## src/rtl/init_sequencer.sv

```systemverilog
// Power-up sequencer: releases N_STAGES units in order via start/done handshake,
// then raises sticky ready; per-stage timeout raises error. Embedded SVA: INIT_SEQ_SVA_EN.
module init_sequencer #(
  parameter int unsigned N_STAGES = 4,
  parameter int unsigned SETTLE   = 2,
  parameter int unsigned TIMEOUT  = 16,
  localparam int unsigned SW      = (N_STAGES > 1) ? $clog2(N_STAGES) : 1
) (
  input  logic                clk,
  input  logic                rstn,
  input  logic [N_STAGES-1:0] done_i,
  input  logic                retry_i,
  output logic [N_STAGES-1:0] start_o,
  output logic [SW-1:0]       stage_o,
  output logic                ready,
  output logic                error
);

  localparam int unsigned SCW = $clog2(SETTLE + 1);
  localparam int unsigned TW  = $clog2(TIMEOUT + 1);

  typedef enum logic [1:0] {
    ST_SETTLE = 2'd0,
    ST_RUN    = 2'd1,
    ST_READY  = 2'd2,
    ST_FAIL   = 2'd3
  } state_t;

  state_t              state_q, state_d;
  logic [SW-1:0]       stage_q, stage_d;
  logic [SCW-1:0]      settle_q, settle_d;
  logic [TW-1:0]       timer_q, timer_d;
  logic [N_STAGES-1:0] start_q, start_d;
  logic                ready_q, ready_d;
  logic                error_q, error_d;
  logic                cur_done;

  assign cur_done = done_i[stage_q];

  always_comb begin
    state_d  = state_q;
    stage_d  = stage_q;
    settle_d = settle_q;
    timer_d  = timer_q;
    ready_d  = ready_q;
    error_d  = error_q;

    case (state_q)
      ST_SETTLE: begin
        settle_d = settle_q + 1'b1;
        if (settle_d == SCW'(SETTLE)) begin
          state_d = ST_RUN;
          stage_d = '0;
          timer_d = '0;
        end
      end
      ST_RUN: begin
        // done beats a coincident timeout
        if (cur_done) begin
          if (stage_q == SW'(N_STAGES - 1)) begin
            state_d = ST_READY;
            ready_d = 1'b1;
          end else begin
            stage_d = stage_q + 1'b1;
            timer_d = '0;
          end
        end else if (timer_q == TW'(TIMEOUT - 1)) begin
          state_d = ST_FAIL;
          error_d = 1'b1;
        end else begin
          timer_d = timer_q + 1'b1;
        end
      end
      ST_READY: ;
      ST_FAIL: begin
        if (retry_i) begin
          state_d  = ST_SETTLE;
          stage_d  = '0;
          settle_d = '0;
          timer_d  = '0;
          error_d  = 1'b0;
        end
      end
      default: begin
        state_d  = ST_SETTLE;
        stage_d  = '0;
        settle_d = '0;
        timer_d  = '0;
        ready_d  = 1'b0;
        error_d  = 1'b0;
      end
    endcase

    // start is registered, so it follows the next stage on the same edge
    start_d = '0;
    for (int unsigned i = 0; i < N_STAGES; i++) begin
      start_d[i] = (state_d == ST_RUN) && (stage_d == SW'(i));
    end
  end

  always_ff @(posedge clk or negedge rstn) begin
    if (!rstn) begin
      state_q  <= ST_SETTLE;
      stage_q  <= '0;
      settle_q <= '0;
      timer_q  <= '0;
      start_q  <= '0;
      ready_q  <= 1'b0;
      error_q  <= 1'b0;
    end else begin
      state_q  <= state_d;
      stage_q  <= stage_d;
      settle_q <= settle_d;
      timer_q  <= timer_d;
      start_q  <= start_d;
      ready_q  <= ready_d;
      error_q  <= error_d;
    end
  end

  assign start_o = start_q;
  assign stage_o = stage_q;
  assign ready   = ready_q;
  assign error   = error_q;

`ifdef INIT_SEQ_SVA_EN
  a_start_onehot0: assert property (@(posedge clk) disable iff (!rstn) $onehot0(start_o));
  a_ready_error_excl: assert property (@(posedge clk) disable iff (!rstn) !(ready && error));
  a_ready_low_after_rst: assert property (@(posedge clk) disable iff (!rstn) !$past(rstn) |-> !ready);
  a_start_stable: assert property (@(posedge clk) disable iff (!rstn)
    (state_q == ST_RUN && !done_i[stage_o] && timer_q != TW'(TIMEOUT - 1)) |=> $stable(start_o));
  a_ready_sticky: assert property (@(posedge clk) disable iff (!rstn) ready |=> ready);
  c_ready: cover property (@(posedge clk) disable iff (!rstn) state_q == ST_READY);
  c_fail: cover property (@(posedge clk) disable iff (!rstn) state_q == ST_FAIL);
`endif

endmodule

```

## config.mk

```make
export PLATFORM = sky130hd
export DESIGN_NAME = init_sequencer
export DESIGN_NICKNAME = d
export VERILOG_FILES = /design/src/rtl/init_sequencer.sv
export SDC_FILE = /design/constraint.sdc
export NUM_CORES = 1
export LEC_CHECK = 0
export CAP_MARGIN = 20
export CORE_UTILIZATION = 49
export CTS_BUF_LIST = sky130_fd_sc_hd__clkbuf_8
export CTS_CLUSTER_DIAMETER = 40
export DETAILED_ROUTE_END_ITERATION = 12
export GPL_ROUTABILITY_DRIVEN = 0
export PLACE_DENSITY = 0.82
export SETUP_SLACK_MARGIN = 0.2
export SLEW_MARGIN = 20
export SYNTH_ARGS = -nofsm -noshare
export SYNTH_HDL_FRONTEND = slang
export SYNTH_SLANG_ARGS = --single-unit
```

## constraint.sdc

```tcl
create_clock -name clk -period 1.99 [get_ports clk]
set_input_delay 0.4975 -clock clk [delete_from_list [all_inputs] [get_ports clk]]
set_output_delay 0.4975 -clock clk [all_outputs]
set_load 0.05 [all_outputs]
```

## After elaboration in Yosys (flattened, before gate mapping)

Cells that the tools add are included.

- Output and inout bits: 8
- Bits in registers: 17
- Logic and storage cells: 64
- Input port bits: 7

- Eq/ne operators: 15
- Reductions and logical operators: 13
- $lt $le $gt $ge: 1
- Muxes and demuxes: 25
- Add/subtract/negate cells: 3

Operators by type and width:

| kind | count |
|---|---|
| $mux W5 | 5 |
| $mux W2 | 10 |
| $pmux W5 S3 | 1 |
| $pmux W2 S3 | 2 |
| $eq A2 B2 Y1 const B | 5 |
| $ne A2 B2 Y1 const B | 4 |
| $eq A2 B1 Y1 const B | 3 |
| $ne A3 B3 Y1 const B | 2 |
| $add A5 B1 Y5 const B | 1 |
| $eq A5 B4 Y1 const B | 1 |
| $reduce_and A5 Y1 | 1 |
| $add A2 B1 Y2 const B | 2 |
| $logic_and A1 B1 Y1 | 4 |
| $logic_not A2 Y1 | 2 |
| $mux W1 | 4 |
| $pmux W2 S2 | 1 |
| $reduce_and A4 Y1 | 1 |
| $reduce_bool A2 Y1 | 2 |
| $lt A2 B3 Y1 const B | 1 |
| $reduce_and A3 Y1 | 1 |
| $reduce_bool A3 Y1 | 1 |
| $bmux W1 S2 | 1 |
| $pmux W1 S2 | 1 |
| $reduce_and A2 Y1 | 1 |

## Logic depth before layout (Yosys ltp)

Gate-level depths: netlist of the first run.

- Depth after elaboration: 6
- Depth in mapped cells: 7
- Depth with buffers taken out: 7

## Worst setup path after synthesis of the first run

Ideal clock, no wire load.

- Kind: reg2reg
- Start point: reg stage_q[0] (netlist: stage_o[0])
- End point: reg timer_q[1]
- Arrival time: 1899 ps
- Required time: 1865 ps
- Stages on the path, launching flop included: 7
- Clock period less this slack: 2024 ps
- Setup time: 125 ps
- Buffers on the path: 1
- Setup slack: -34 ps
- Path through: dfrtp_1 buf_6 mux2_4 nor2_4 a22oi_2 o31a_4 mux2_4

- Word-level cells in the longest chain between the ends: 4
- Elaborated cells between the ends (all ways): 8
- Those cells by class: eq/ne (3); mux (4); reduce/logical (1)

RTL lines:

| element | line | RTL |
|---|---|---|
| start, declared | 30 | `logic [SW-1:0] stage_q, stage_d;` |
| start signal, assigned | 112 | `stage_q <= stage_d;` |
| $bmux W1 S2 | 38 | `assign cur_done = done_i[stage_q];` |
| $mux W1 (implied by the code) | 38 |  |
| $ne A3 B3 Y1 (no source line) / $mux W5 (equally long branches) | - |  |
| $reduce_and A5 Y1 (no source line) / $pmux W5 S3 (equally long branches) | - |  |
| end signal, assigned | 114 | `timer_q <= timer_d;` |
| end, declared | 32 | `logic [TW-1:0] timer_q, timer_d;` |

Parallel ways exist; a longest one is shown, timed or not. The select of a mux whose other input is x is not followed.
A chain may end at the register's enable or synchronous reset.

## Worst setup path in the final report of the first run

- Start point: in done_i[3]
- End point: reg timer_q[3]

- Word-level cells in the longest chain between the ends: 4
- Elaborated cells between the ends (all ways): 7
- Those cells by class: eq/ne (2); mux (4); reduce/logical (1)

RTL lines:

| element | line | RTL |
|---|---|---|
| start, declared | 11 | `input logic [N_STAGES-1:0] done_i,` |
| $bmux W1 S2 * | 38 |  |
| $mux W1 (implied by the code) * | 38 |  |
| $ne A3 B3 Y1 (no source line) / $mux W5 (equally long branches) | - |  |
| $reduce_and A5 Y1 (no source line) / $pmux W5 S3 (equally long branches) | - |  |

Mark *: on every way between the ends. The rest lies on a longest branch, timed or not. The select of a mux whose other input is x is not followed.

==> flow_metrics.env, run 1 <==
export IMPL_rows=15
export IMPL_worst_slack_ps=123
export IMPL_combinationalPowerShare_pct=54.9
export IMPL_synth_top_cell_area_share_pct=45.0
export IMPL_cts_path_max_buffers=2
export IMPL_antenna_found_initial=0
export IMPL_totalWireLength_um=1970
export IMPL_hpwl_um=1420
export IMPL_clk_root_buffer_cell="clkbuf_8"
export IMPL_rsz0062_at_grt="yes"
export IMPL_diodes=0
export IMPL_p_clk_share_pct=13.3
export IMPL_reg2regPathDepth=7
export IMPL_yosys_top_cells_area="dfrtp_1 (45%), nor2_1 (6.4%), mux2_4 (4.8%), ha_1 (4.0%), inv_1 (3.6%)"
export IMPL_r2r_end="timer_q[4]"
export IMPL_grt_pass1_vias=749
export IMPL_r2r_start="timer_q[1]"
export IMPL_final_fill_count=144
export IMPL_dieArea_mm2=0.00211
export IMPL_setup_viol=0
export IMPL_timing_final_crit_share_pct=93.8
export IMPL_max_cap_violations=0
export IMPL_nets=134
export IMPL_clock_skew_ps=4.22
export IMPL_internal_power_w=0.00106
export IMPL_crit_fanout=3
export IMPL_swShare_pct=44.0
export IMPL_slowest_stage="clkdlybuf4s50_1"
export IMPL_crit_chain="clkdlybuf4s50_1 -> mux2_2 -> mux2i_2 -> nand3b_1 -> or3_1 -> o221ai_1"
export IMPL_worstHoldStart="ready"
export IMPL_ys_types=34
export IMPL_core_area_mm2=0.00176
export IMPL_clkTransAtPathRegs_ps=70
export IMPL_max_freq_ghz=0.536
export IMPL_slew_viol_final=0
export IMPL_drt_initial_drc_count=12
export IMPL_die_h_um=45.9
export IMPL_ys_seq_area_share_pct=45.0
export IMPL_syn_inst=95
export IMPL_hold_viol=0
export IMPL_die_width_um=45.9
export IMPL_power_total_w=0.00189
export IMPL_seq_area_um2=427
export IMPL_worstSkewPairLatency_ps=250
export IMPL_grt_max_degree=18
export IMPL_yosysWarningCount=0
export IMPL_grt_overflow_total=0
export IMPL_dp_slack_ps=-199
export IMPL_utilization_pct=71.4
export IMPL_leakage_nw=0.641
export IMPL_cts_sinks=17
export IMPL_routed_via_count=780
export IMPL_outcome="completed"
export IMPL_tightestPinTransition_ps=495
export IMPL_cts_tree="done"
export IMPL_drcViolationCount=0
export IMPL_cellPowerDensity_mw_per_mm2=1500
export IMPL_hold_depth=1
export IMPL_holdBufCountCts=0
export IMPL_io_buffer_count=14
export IMPL_netlist_area_um2=945
export IMPL_startpoint_type="primary input"
export IMPL_end_kind="flop"
export IMPL_cts_made_buffers=3
export IMPL_vdd_drop_max_mv=0.879
export IMPL_antenna_left=0
export IMPL_path_class="in2reg"
export IMPL_viasPerCell=5.27
export IMPL_ff2ff_setup_slack_ps=140
export IMPL_cts_htree_levels=1
export IMPL_final_cells=148
export IMPL_synth_seq_cells=17
export IMPL_avgSynthCellArea_um2=9.94
export IMPL_yosysTopAreaCell="dfrtp_1"
export IMPL_switchingPower_w=0.000833
export IMPL_drive_gt1_share_pct=30.9
export IMPL_syn_nets=105
export IMPL_grt_util_all_layers_pct=21.7
export IMPL_start_util_pct=53.5
export IMPL_p_seq_share_pct=31.8
export IMPL_min_path_type="reg2reg"
export IMPL_grt_pass1_wl_um=3170
export IMPL_place_inst=139
export IMPL_dr_pass1_iters=4
export IMPL_critPathMaxStageDelay_ps=440
export IMPL_slew_headroom_pct=67.2
export IMPL_post_drt_wl_per_cell_um=13.3
export IMPL_multi_input_area_um2=493
export IMPL_post_route_min_period_ps=1870
export IMPL_crit_required_ps=2150
export IMPL_syn_to_final_growth_pct=33.4
export IMPL_min_to="ready"
export IMPL_io_pins=15
export IMPL_cp_arrival_ps=2030
[final cells by class]
type / instances / area share [%]
clock buffer: 3 / 3.28
clock inverter: 1 / 0.298
inverter: 9 / 2.68
multi-input combinational: 65 / 39.1
sequential: 17 / 33.9
tap: 25 / 2.48
timing repair buffer: 28 / 18.3
[synthesized netlist by cell type (all sizes together)]
| cell | number |
|---|---|
| and3 | 3 |
| mux2 | 5 |
| or3 | 1 |
| or2 | 1 |
| a22oi | 1 |
| dfrtp | 17 |
| a31oi | 1 |
| o211ai | 2 |
| o31a | 1 |
| nand2b | 2 |
| buf | 4 |
| nor2 | 17 |
| nand2 | 5 |
| a21oi | 2 |
| o21a | 1 |
| nor3b | 1 |
| o221ai | 1 |
| nand3b | 1 |
| a221oi | 3 |
| ha | 3 |
| mux2i | 2 |
| o22ai | 1 |
| nand3 | 2 |
| o21bai | 1 |
| o211a | 1 |
| o21ai | 3 |
| a41o | 1 |
| inv | 9 |
| a22o | 1 |
| nor3 | 1 |
| a31o | 1 |
[worst max-delay path: cells and delay by family]
family	cells	cell delay (ps)
multiplexers	2	510
AND/OR/NAND/NOR	2	500
buffers and inverters	1	440
AO/OA/AOI/OAI	1	80
[metrics by stage]
step / TNS, ps / instance area (um2) / hold slack, ps
after floorplan: 0 / 966 / 202
after global placement: -911 / 1170 / 473
after detailed placement: -1160 / 1170 / 490
after CTS: 0 / 1230 / 505
after global routing: 0 / 1260 / 528
final: 0 / 1260 / 494
[layer usage]
metal | track usage, % | part of all wire (%) | wire [um] | vias up
met3 | 2.38 | 2.6 | 51 | 5
met1 | 28.3 | 48 | 954 | 364
met4 | 14.1 | 2.6 | 51 | 0
met2 | 33.8 | 46 | 916 | 18
li1 | - | - | - | 393
met5 | 0 | 0 | 0 | -
[layout by cell type (no fill, tap or decap), drive strengths merged, types with 2 or more instances in the layout]
cell type / count
dfrtp: 17
buf: 18
a21oi: 2
a221oi: 3
nand3: 2
o21ai: 3
ha: 3
inv: 10
and3: 3
nor2: 17
nand2b: 2
clkdlybuf4s50: 3
o211ai: 2
mux2: 5
clkbuf: 3
mux2i: 2
nand2: 5
dlygate4sd2: 6
[power by group through the flow]
stage	clock network, W	logic, W	registers, W
5_1_grt	0.000269	0.00113	0.000617
6_report	0.000251	0.00104	0.000601
3_5_place_dp	0	0.000969	0.000610
4_1_cts	0.000258	0.00100	0.000597
3_3_place_gp	0	0.000945	0.000603
2_1_floorplan	0	0.000597	0.000708
[registers in the layout, indices dropped and copies added (netlist names)]
register,flops
error,1
start_o,4
settle_q,2
timer_q,5
stage_o,2
ready,1
state_q,2
[logic make-up after synthesis]
family / after synthesis / share of synthesized area (%)
compound gates: 21 / 18.0
fa+ha+maj: 3 / 3.97
buf+inv: 13 / 6.36
flops: 17 / 45.0
mux: 7 / 9.27
simple gates: 34 / 17.4
[worst max path at each step]
stage | start | to | slack [ps] | cells after the start
floorplan | stage_o[0] | timer_q[1] | 50 | 6
global route | timer_q[1] | timer_q[1] | 70 | 7
CTS | done_i[3] | timer_q[3] | 120 | 6
detailed placement | done_i[1] | timer_q[3] | -200 | 7
finish | done_i[3] | timer_q[3] | 120 | 6
global placement | done_i[0] | timer_q[4] | -180 | 6
[repair_timing]
action,in CTS,in global routing
pin swaps,5,2
buffers inserted,3,2
resized for setup,7,4
setup endpoints to repair,12,10
Note: power is estimated with default switching activity, not from simulation.
==> run 2: changes to the inputs <==
Settings changed: TNS_END_PERCENT set to 1.
==> flow_metrics.env, run 2 (same netlist as run 1, synthesis figures left out) <==
export IMPL_outcome="completed"
export IMPL_met2_length_um=854
export IMPL_grt_overflow_total=0
export IMPL_slew_viol_final=0
export IMPL_vdd_drop_max_mv=0.860
export IMPL_start_util_pct=53.5
export IMPL_max_cap_violations=0
export IMPL_core_area_mm2=0.00176
export IMPL_setup_viol=0
export IMPL_post_route_min_period_ps=1880
export IMPL_startpoint_type="flop"
export IMPL_nets=131
export IMPL_worstSkewPairLatency_ps=250
export IMPL_internal_power_w=0.00105
export IMPL_drive_gt1_share_pct=27.5
export IMPL_multi_input_area_um2=485
export IMPL_cp_arrival_ps=2020
export IMPL_place_inst=139
export IMPL_cts_path_max_buffers=2
export IMPL_end_kind="flop"
export IMPL_slew_headroom_pct=66.8
export IMPL_final_cell_mix="nor2_1 (16), dfrtp_1 (16), buf_4 (15)"
export IMPL_switchingPower_w=0.000815
export IMPL_slowest_stage="dfrtp_1"
export IMPL_crit_chain="ha_2 -> and3_4 -> ha_4 -> a22o_1 -> a22oi_2 -> o31a_4 -> mux2_4"
export IMPL_syn_to_final_growth_pct=30.6
export IMPL_viasPerCell=5.23
export IMPL_post_drt_wl_per_cell_um=12.9
export IMPL_antenna_left=0
export IMPL_tns_ps=0
export IMPL_rsz0062_at_grt="yes"
export IMPL_final_fill_count=148
export IMPL_cts_htree_levels=1
export IMPL_clkTransAtPathRegs_ps=70
export IMPL_crit_required_ps=2130
export IMPL_largest_reg_flops=5
export IMPL_antenna_found_initial=0
export IMPL_dpl_cell_area_mm2=0.00117
export IMPL_top_layer="met4"
export IMPL_leakage_nw=0.599
export IMPL_grt_pass1_vias=745
export IMPL_timing_final_crit_share_pct=94.3
export IMPL_cts_sinks=17
export IMPL_swShare_pct=43.7
export IMPL_largest_register="timer_q"
export IMPL_die_h_um=45.9
export IMPL_p_clk_share_pct=13.5
export IMPL_final_cells=145
export IMPL_critPathMaxStageDelay_ps=400
export IMPL_crit_fanout=3
export IMPL_seq_area_um2=427
export IMPL_tightestPinTransition_ps=496
export IMPL_hold_viol=0
export IMPL_rows=15
export IMPL_routed_via_count=759
export IMPL_min_path_type="reg2reg"
export IMPL_diodes=0
export IMPL_routed_wl_met3_um=46
export IMPL_cts_tree="done"
export IMPL_met1_length_um=920
export IMPL_io_buffer_count=14
export IMPL_grt_max_degree=18
export IMPL_p_seq_share_pct=32.2
export IMPL_clock_skew_ps=4.37
export IMPL_combinationalPowerShare_pct=54.4
export IMPL_grt_util_all_layers_pct=21.6
export IMPL_whs_ps=491
export IMPL_die_width_um=45.9
export IMPL_hpwl_um=1420
export IMPL_grt_pass1_wl_um=3140
export IMPL_io_pins=15
export IMPL_drcViolationCount=0
export IMPL_clk_root_buffer_cell="clkbuf_8"
export IMPL_cellPowerDensity_mw_per_mm2=1510
export IMPL_totalWireLength_um=1870
export IMPL_cts_made_buffers=3
export IMPL_path_class="reg2reg"
export IMPL_dieArea_mm2=0.00211
export IMPL_design_area_mm2=0.00123
export IMPL_drt_initial_drc_count=14
export IMPL_max_freq_ghz=0.533
export IMPL_dr_pass1_iters=4
-- run 2: per-layer routing --
layer	up-vias	GRT usage, %
li1	387	-
met1	353	28.3
met2	14	33.2
met3	5	2.38
met4	0	14.1
met5	-	0
-- run 2: metrics by stage --
stage	setup slack, ps	utilization, %	total power, W
global placement	-176	66.2	0.00155
global route	44.5	69.9	0.00200
finish	114	69.9	0.00186
CTS	116	69.9	0.00187
floorplan	49.8	-	0.00131
detailed placement	-199	66.2	0.00158
-- run 2: cell type report --
class	instances	area share, %
tap	25	2.54
clock inverter	1	0.304
multi-input combinational	65	39.4
sequential	17	34.6
inverter	9	2.74
clock buffer	3	3.35
timing repair buffer	25	17.1
-- run 2: critical path: cells and delay by family, from the launching register on --
kind / cells / cell delay [ps]
AO/OA/AOI/OAI: 3 / 530
AND/OR/NAND/NOR: 1 / 190
multiplexers: 1 / 290
flip-flops: 1 / 400
adder cells (fa/ha/maj): 2 / 360
-- run 2: path summary, 6_finish.rpt --
kind | start | to | slack (ps) | cells after the start
setup / recovery | timer_q[1] | timer_q[4] | 110 | 7
hold / removal | ready | ready | 490 | 1
setup reg to reg | timer_q[1] | timer_q[4] | 110 | 7
hold reg to reg | ready | ready | 490 | 1
max in group asynchronous | rstn | stage_o[0] | 1210 | 2
min in group asynchronous | rstn | timer_q[2] | 570 | 2
-- run 2: repair_timing --
action                                  4_1_cts  5_1_grt
endpoints found under the setup margin       12       13
gates cloned                                  0        0
pin swaps                                     3        0
buffers inserted                              2        0
gates resized for setup                       2        0
hold buffers                                  0        0
hold endpoints to repair                      0        0
-- run 2: power by group through the flow --
stage	clock [W]	combinational, W	sequential (W)
2_1_floorplan	0	0.000597	0.000708
3_3_place_gp	0	0.000945	0.000603
3_5_place_dp	0	0.000969	0.000610
4_1_cts	0.000258	0.00102	0.000598
5_1_grt	0.000269	0.00111	0.000618
6_report	0.000251	0.00101	0.000600
